**src/rtl/pipe_stage_buf.sv**
```systemverilog
// pipe_stage_buf
// Two-entry skid buffer used between pipeline stages. The head register
// drives the outputs. The skid register catches the one extra entry that
// arrives while the head is stalled. Because in_ready depends only on the
// registered state, no combinational path runs from out_ready back upstream.
//
// Ports:
//   clk        - single clock, all state changes on its rising edge
//   reset      - synchronous, active-low reset
//   in_valid   - upstream entry present
//   in_ready   - buffer can take an entry this cycle (EMPTY or ONE)
//   in_ctrl    - upstream control bundle
//   in_data    - upstream payload
//   out_valid  - head entry present (ONE or FULL)
//   out_ready  - downstream consumes the head entry this cycle
//   out_ctrl   - head control bundle, zero when out_valid=0
//   out_data   - head payload, zero when out_valid=0
//   flush      - discard everything held (branch redirect)
//   stall_cnt  - saturating count of cycles with a stalled head entry
//   flush_cnt  - saturating count of flushes that discarded something
module pipe_stage_buf #(
    parameter int DATA_W = 64,
    parameter int CTRL_W = 8,
    parameter int CNT_W  = 16
) (
    input  logic              clk,
    input  logic              reset,
    input  logic              in_valid,
    output logic              in_ready,
    input  logic [CTRL_W-1:0] in_ctrl,
    input  logic [DATA_W-1:0] in_data,
    output logic              out_valid,
    input  logic              out_ready,
    output logic [CTRL_W-1:0] out_ctrl,
    output logic [DATA_W-1:0] out_data,
    input  logic              flush,
    output logic [CNT_W-1:0]  stall_cnt,
    output logic [CNT_W-1:0]  flush_cnt
);

    typedef enum logic [1:0] {
        EMPTY = 2'd0,
        ONE   = 2'd1,
        FULL  = 2'd2
    } state_t;

    localparam logic [CNT_W-1:0] CntOne = {{(CNT_W-1){1'b0}}, 1'b1};

    state_t            r_state;
    state_t            w_nextState;
    logic [CTRL_W-1:0] r_headCtrl;
    logic [DATA_W-1:0] r_headData;
    logic [CTRL_W-1:0] r_skidCtrl;
    logic [DATA_W-1:0] r_skidData;
    logic [CNT_W-1:0]  r_stallCnt;
    logic [CNT_W-1:0]  r_flushCnt;

    logic w_accept;
    logic w_deliver;
    logic w_headFromIn;
    logic w_headFromSkid;
    logic w_skidFromIn;
    logic w_stallInc;
    logic w_flushInc;

    // Handshake qualifiers. A flush cancels both sides of the transfer, so
    // nothing is accepted or delivered during a flush cycle.
    always_comb begin
        in_ready       = (r_state != FULL);
        out_valid      = (r_state != EMPTY);
        w_accept       = in_valid & in_ready & ~flush;
        w_deliver      = out_valid & out_ready & ~flush;
        w_headFromIn   = w_accept & ((r_state == EMPTY) | ((r_state == ONE) & w_deliver));
        w_headFromSkid = w_deliver & (r_state == FULL);
        w_skidFromIn   = w_accept & (r_state == ONE) & ~w_deliver;
        w_stallInc     = out_valid & ~out_ready & ~flush;
        w_flushInc     = flush & (r_state != EMPTY);
    end

    // Next-state logic. Flush overrides every other transition and empties
    // the buffer.
    always_comb begin
        w_nextState = r_state;
        if (flush) begin
            w_nextState = EMPTY;
        end else begin
            unique case (r_state)
                EMPTY: if (w_accept) w_nextState = ONE;
                ONE: begin
                    if (w_accept && !w_deliver) w_nextState = FULL;
                    else if (!w_accept && w_deliver) w_nextState = EMPTY;
                end
                FULL: if (w_deliver) w_nextState = ONE;
                default: w_nextState = EMPTY;
            endcase
        end
    end

    // State and counters. Reset wins over flush and over any transfer.
    // Each counter sticks at all-ones rather than wrapping.
    always_ff @(posedge clk) begin
        if (!reset) begin
            r_state    <= EMPTY;
            r_stallCnt <= '0;
            r_flushCnt <= '0;
        end else begin
            r_state <= w_nextState;
            if (w_stallInc && (r_stallCnt != '1)) r_stallCnt <= r_stallCnt + CntOne;
            if (w_flushInc && (r_flushCnt != '1)) r_flushCnt <= r_flushCnt + CntOne;
        end
    end

    // Entry storage. These registers are not reset, because outputs are
    // masked by out_valid and stale contents can never reach them.
    always_ff @(posedge clk) begin
        if (w_headFromIn) begin
            r_headCtrl <= in_ctrl;
            r_headData <= in_data;
        end else if (w_headFromSkid) begin
            r_headCtrl <= r_skidCtrl;
            r_headData <= r_skidData;
        end
        if (w_skidFromIn) begin
            r_skidCtrl <= in_ctrl;
            r_skidData <= in_data;
        end
    end

    // Output presentation. The bundle is zeroed whenever the buffer holds
    // no valid entry.
    always_comb begin
        out_ctrl  = out_valid ? r_headCtrl : '0;
        out_data  = out_valid ? r_headData : '0;
        stall_cnt = r_stallCnt;
        flush_cnt = r_flushCnt;
    end

endmodule

```
**config.mk**
```make
export PLATFORM = sky130hd
export DESIGN_NAME = pipe_stage_buf
export DESIGN_NICKNAME = d
export VERILOG_FILES = /design/src/rtl/pipe_stage_buf.sv
export SDC_FILE = /design/constraint.sdc
export NUM_CORES = 1
export LEC_CHECK = 0
export ABC_AREA = 1
export CAP_MARGIN = 10
export CORE_MARGIN = 10
export CORE_UTILIZATION = 40
export DETAILED_ROUTE_END_ITERATION = 7
export HOLD_SLACK_MARGIN = 0.12
export PLACE_DENSITY = 0.69
export SYNTH_ARGS = -nofsm -noshare
export SYNTH_HDL_FRONTEND = slang
export SYNTH_SLANG_ARGS = --single-unit
```
**constraint.sdc**
```tcl
create_clock -name clk -period 12 [get_ports clk]
set_input_delay 1.8 -clock clk [delete_from_list [all_inputs] [get_ports clk]]
set_output_delay 1.8 -clock clk [all_outputs]
set_load 0.05 [all_outputs]
```
### After elaboration in Yosys (flattened, before gate mapping)

Index checks and enable logic that the tools add are counted.
W data, S select, Z words.

* register bits after elaboration: 178
* input bits: 77
* word-level logic and storage cells: 56

* $add $sub $neg: 2
* eq/ne operators: 8
* multiplexer cells: 11
* bitwise operators: 17
* reductions and logical operators: 11

Operators with widths (number)
* $mux W64: 3
* $add A16 B1 Y16 const B: 2
* $ne A16 B16 Y1 const B: 2
* $mux W8: 3
* $and A1 B1 Y1: 12
* $mux W2: 4
* $ne A2 B2 Y1 const B: 3
* $pmux W2 S3: 1
* $logic_and A1 B1 Y1: 4
* $not A1 Y1: 4
* $reduce_bool A2 Y1: 2
* $ne A3 B1 Y1 const B: 1
* $reduce_and A3 Y1: 1
* $eq A2 B1 Y1 const B: 1
* $eq A2 B2 Y1 const B: 1
* $logic_not A1 Y1: 2
* $logic_not A2 Y1: 1
* $reduce_or A2 Y1: 1
* $or A1 B1 Y1: 1

### Longest topological paths before layout

* depth in word-level cells: 8
* mapped depth: 9

### Least setup slack after synthesis

Ideal clock, no wire load.

* kind: input-to-reg
* from: input port flush
* to: register r_headCtrl[0], enable pin
* arrival: 7.144 ns
* data required time: 11.398 ns
* path slack: 4.254 ns
* cell stages on the path: 3
* buffers on the path: 0
* cell sequence: inv_2 nand3_2 o21ai_0

* cells in the longest elaborated chain, start to end: 6
* elaborated cells on any way between the ends: 8
* classes of those cells: 7 x bitwise; 1 x reduce/logical

RTL lines
* start, declared: line 36 `input logic flush,`
* $not A1 Y1 *: line 71, 72
* $and A1 B1 Y1: line 72 `w_deliver = out_valid & out_ready & ~flush;`
* $and A1 B1 Y1: line 73 `w_headFromIn = w_accept & ((r_state == EMPTY) | ((r_state == ONE) & w_deliver));`
* $or A1 B1 Y1: line 73
* $and A1 B1 Y1: line 73
* $reduce_bool A2 Y1 (no source line) *
* end signal, assigned: line 117 `r_headCtrl <= in_ctrl;`
* end signal, assigned: line 120 `r_headCtrl <= r_skidCtrl;`
* end, declared: line 51 `logic [CTRL_W-1:0] r_headCtrl;`

Every way passes the cells marked *; elsewhere a longest branch is shown, timed or not.
A chain may end at the register's enable or synchronous reset.

### Worst setup path in the final report

* from: input port flush
* to: register r_headData[56], enable pin

* cells in the longest elaborated chain, start to end: 6
* elaborated cells on any way between the ends: 8
* classes of those cells: 7 x bitwise; 1 x reduce/logical

RTL lines
* $not A1 Y1 *: line 71, 72
* $and A1 B1 Y1: line 72
* $and A1 B1 Y1: line 73
* $or A1 B1 Y1: line 73
* $and A1 B1 Y1: line 73
* $reduce_bool A2 Y1 (no source line) *
* end signal, assigned: line 118 `r_headData <= in_data;`
* end signal, assigned: line 121 `r_headData <= r_skidData;`
* end, declared: line 52 `logic [DATA_W-1:0] r_headData;`

Marked as above.

==> impl_metrics.tcl <==
set metrics [dict create \
    status "finished, final reports clean" \
    drive_gt1_share_pct 4.928 \
    worstSetupPathType "in2reg" \
    grt_pass1_vias 5925 \
    die_h_um 160.5 \
    finalSetupTns_ns 0 \
    grt-ovfl-total 0 \
    grt.total_usage_pct 14.75 \
    rows 51 \
    cts_tree "built" \
    crit_arrival_ns 4.38 \
    switching_share_pct 24.25 \
    power_density_mw_per_mm2 128.5 \
    crit_chain "clkdlybuf4s50_1 > inv_2 > nand3_2 > nand2_2 > buf_4 > nand2_2 > o21ai_4 > buf_4" \
    syn_nets 931 \
    drtIter0Drc 384 \
    async_flop_share_pct 0 \
    instances_no_fill 1300 \
    ctsHoldBuffers 0 \
    end_kind "register" \
    antenna_found_initial 1 \
    startpoint_type "input port" \
    grt_setup_unrepaired "no" \
    routed_wl_um 19040 \
    final_nets 1101 \
    setup_violations 0 \
    finClkSkew_ns 0.008370 \
    die_w_um 160.5 \
    layout_common_cells "nand2_1 (239), clkdlybuf4s50_1 (182), edfxtp_1 (144)" \
    worstMarginPinSlew_ns 0.9534 \
    clock_power_share_pct 40.4 \
    maxCapViolCount 0 \
    slew_viol_final 0 \
    syn-cell-area_mm2 0.007898 \
    firstDrtPassIters 5 \
    cts_made_buffers 17 \
    cts_root_buffer "clkbuf_16" \
    fin_crit_sh_pct 36.13 \
    r2r_slack_ns 9.04 \
    cell_internal_pwr_mw 1.026 \
    ys.flop_type "edfxtp_1" \
    p_leak_nw 4.148 \
    vias_per_cell 4.665 \
    ios 183 \
    vias 6064 \
    num-fill-cells 1780 \
    gp_congestion 0.8643 \
    antenna_cells 0 \
    clk_latency_ns 0.42 \
    timing.critical_path.slowest_stage_cell "buf_4" \
    path_max_fanout 73 \
    ant_nets 0 \
    seq_area_mm2 0.005005 \
    ys_ff_latch 178 \
    worst-path-buf-inv 4 \
    hold_viol 0 \
    postLayoutCoreUtil_pct 54.16 \
    cp.required_ns 12.04 \
    ys_types 26 \
    slew_headroom_pct 36.44 \
    fmax_ghz 0.2307 \
    avgSynthCellArea_um2 9.269 \
    vdd_ir_drop_max_mv 0.09499 \
    wl_per_cell_um 14.65 \
    cts_resized 0 \
    min_path_type "reg2reg" \
    pwr-share-comb_pct 8.8 \
    die-area_mm2 0.02577 \
    p_sw_mw 0.3283 \
    htree_levels 4 \
    area_growth_pct 33.48 \
    clockBufferDepth 2 \
    place.port_buffers 182 \
    initial_core_util_pct 40.58 \
    grt_max_degree 76 \
    dp.cells 1267 \
    final_common_cell "nand2_1" \
    core_mm2 0.01946 \
    post_cts_buffers 0 \
    drc 0 \
    yosysWarnings 0 \
    cts.sinks 178 \
    grt_pass1_wl_um 30880 \
    critPathMaxStageDelay_ns 0.70 \
    syn-instance-count 852 \
    seq_area_frac_synth_pct 63.37 \
    multiInputGateArea_mm2 0.002374 \
    crit_family "buffers and inverters" \
    synth_edf_count 144 \
    fin_crit_ns 4.336 \
    dpl.hpwl_um 12860 \
    seqPwrFrac_pct 50.8 \
    path_clk_slew_ns 0.07 \
]
cell usage after synthesis, types with 6 or more instances:
cell | instances | area share [%]
nand3_1 | 104 | 6.6
inv_1 | 95 | 4.5
buf_2 | 17 | 1.1
a21oi_1 | 26 | 1.6
xor2_1 | 6 | 0.67
nand4_1 | 12 | 0.95
dfxtp_1 | 34 | 8.6
xnor2_1 | 7 | 0.78
edfxtp_1 | 144 | 55
clkbuf_1 | 13 | 0.62
nor2_1 | 125 | 5.9
nand2_1 | 239 | 11
area by class of cell:
class	count	area share [%]
clock buffer	17	4.036
clock inverter	15	1.567
inverter	98	3.501
multi-input combinational	538	22.52
sequential	178	47.48
tap	265	3.145
timing repair buffer	189	17.76
registers in the layout (all words and copies together), names as in the netlist:
register / flops
stall_cnt: 16
r_skidCtrl: 8
flush_cnt: 16
r_skidData: 64
r_headCtrl: 8
r_headData: 64
r_state: 2
power groups by stage:
| stage | clock network (mW) | logic, mW | registers (mW) |
|---|---|---|---|
| 6_report | 0.548 | 0.119 | 0.688 |
| 3_5_place_dp | 0 | 0.120 | 0.701 |
| 2_1_floorplan | 0 | 0.0648 | 0.703 |
| 5_1_grt | 0.588 | 0.130 | 0.689 |
| 4_1_cts | 0.560 | 0.121 | 0.688 |
| 3_3_place_gp | 0 | 0.119 | 0.701 |
layer usage:
| metal | global-route usage, % | vias to the layer above | wire length (um) |
|---|---|---|---|
| met5 | 0 | - | 8 |
| met4 | 4.800 | 2 | 341 |
| met3 | 5.394 | 26 | 1447 |
| met2 | 24.65 | 169 | 9284 |
| met1 | 17.21 | 2767 | 7961 |
| li1 | - | 3100 | - |
through the flow:
step | hold WS (ns) | total power [mW] | setup WS [ns] | cell area (um^2)
floorplan | 0.4874 | 0.7683 | 4.254 | 7898
global placement | 0.4904 | 0.8201 | 7.239 | 9946
detailed placement | 0.4954 | 0.8218 | 7.199 | 9946
CTS | 0.5087 | 1.368 | 7.636 | 10540
global route | 0.5228 | 1.406 | 7.450 | 10540
finish | 0.5065 | 1.354 | 7.664 | 10540
tightest hold or removal path, stage by stage, from the launching register on:
cell and delay (ns):
edfxtp_1 0.32, nand2_1 0.05, nand2_1 0.04
kinds of logic after synthesis:
| kind of cell | Yosys count | share of synthesized area [%] |
|---|---|---|
| buffers and inverters | 136 | 6.876 |
| flip-flops | 178 | 63.37 |
| adder cells (fa/ha/maj) | 2 | 0.3168 |
| AO/OA/AOI/OAI | 30 | 1.901 |
| AND/OR/NAND/NOR | 493 | 26.09 |
| XOR/XNOR | 13 | 1.442 |
final timing paths:
path / from / end / cells past startpoint
min reg2reg: r_skidData[45] / r_headData[45] / 2
max reg2reg: r_state[0] / r_headData[56] / 8
max: flush / r_headData[56] / 8
min: r_skidData[45] / r_headData[45] / 2
Power figures use the tool's default switching activity.
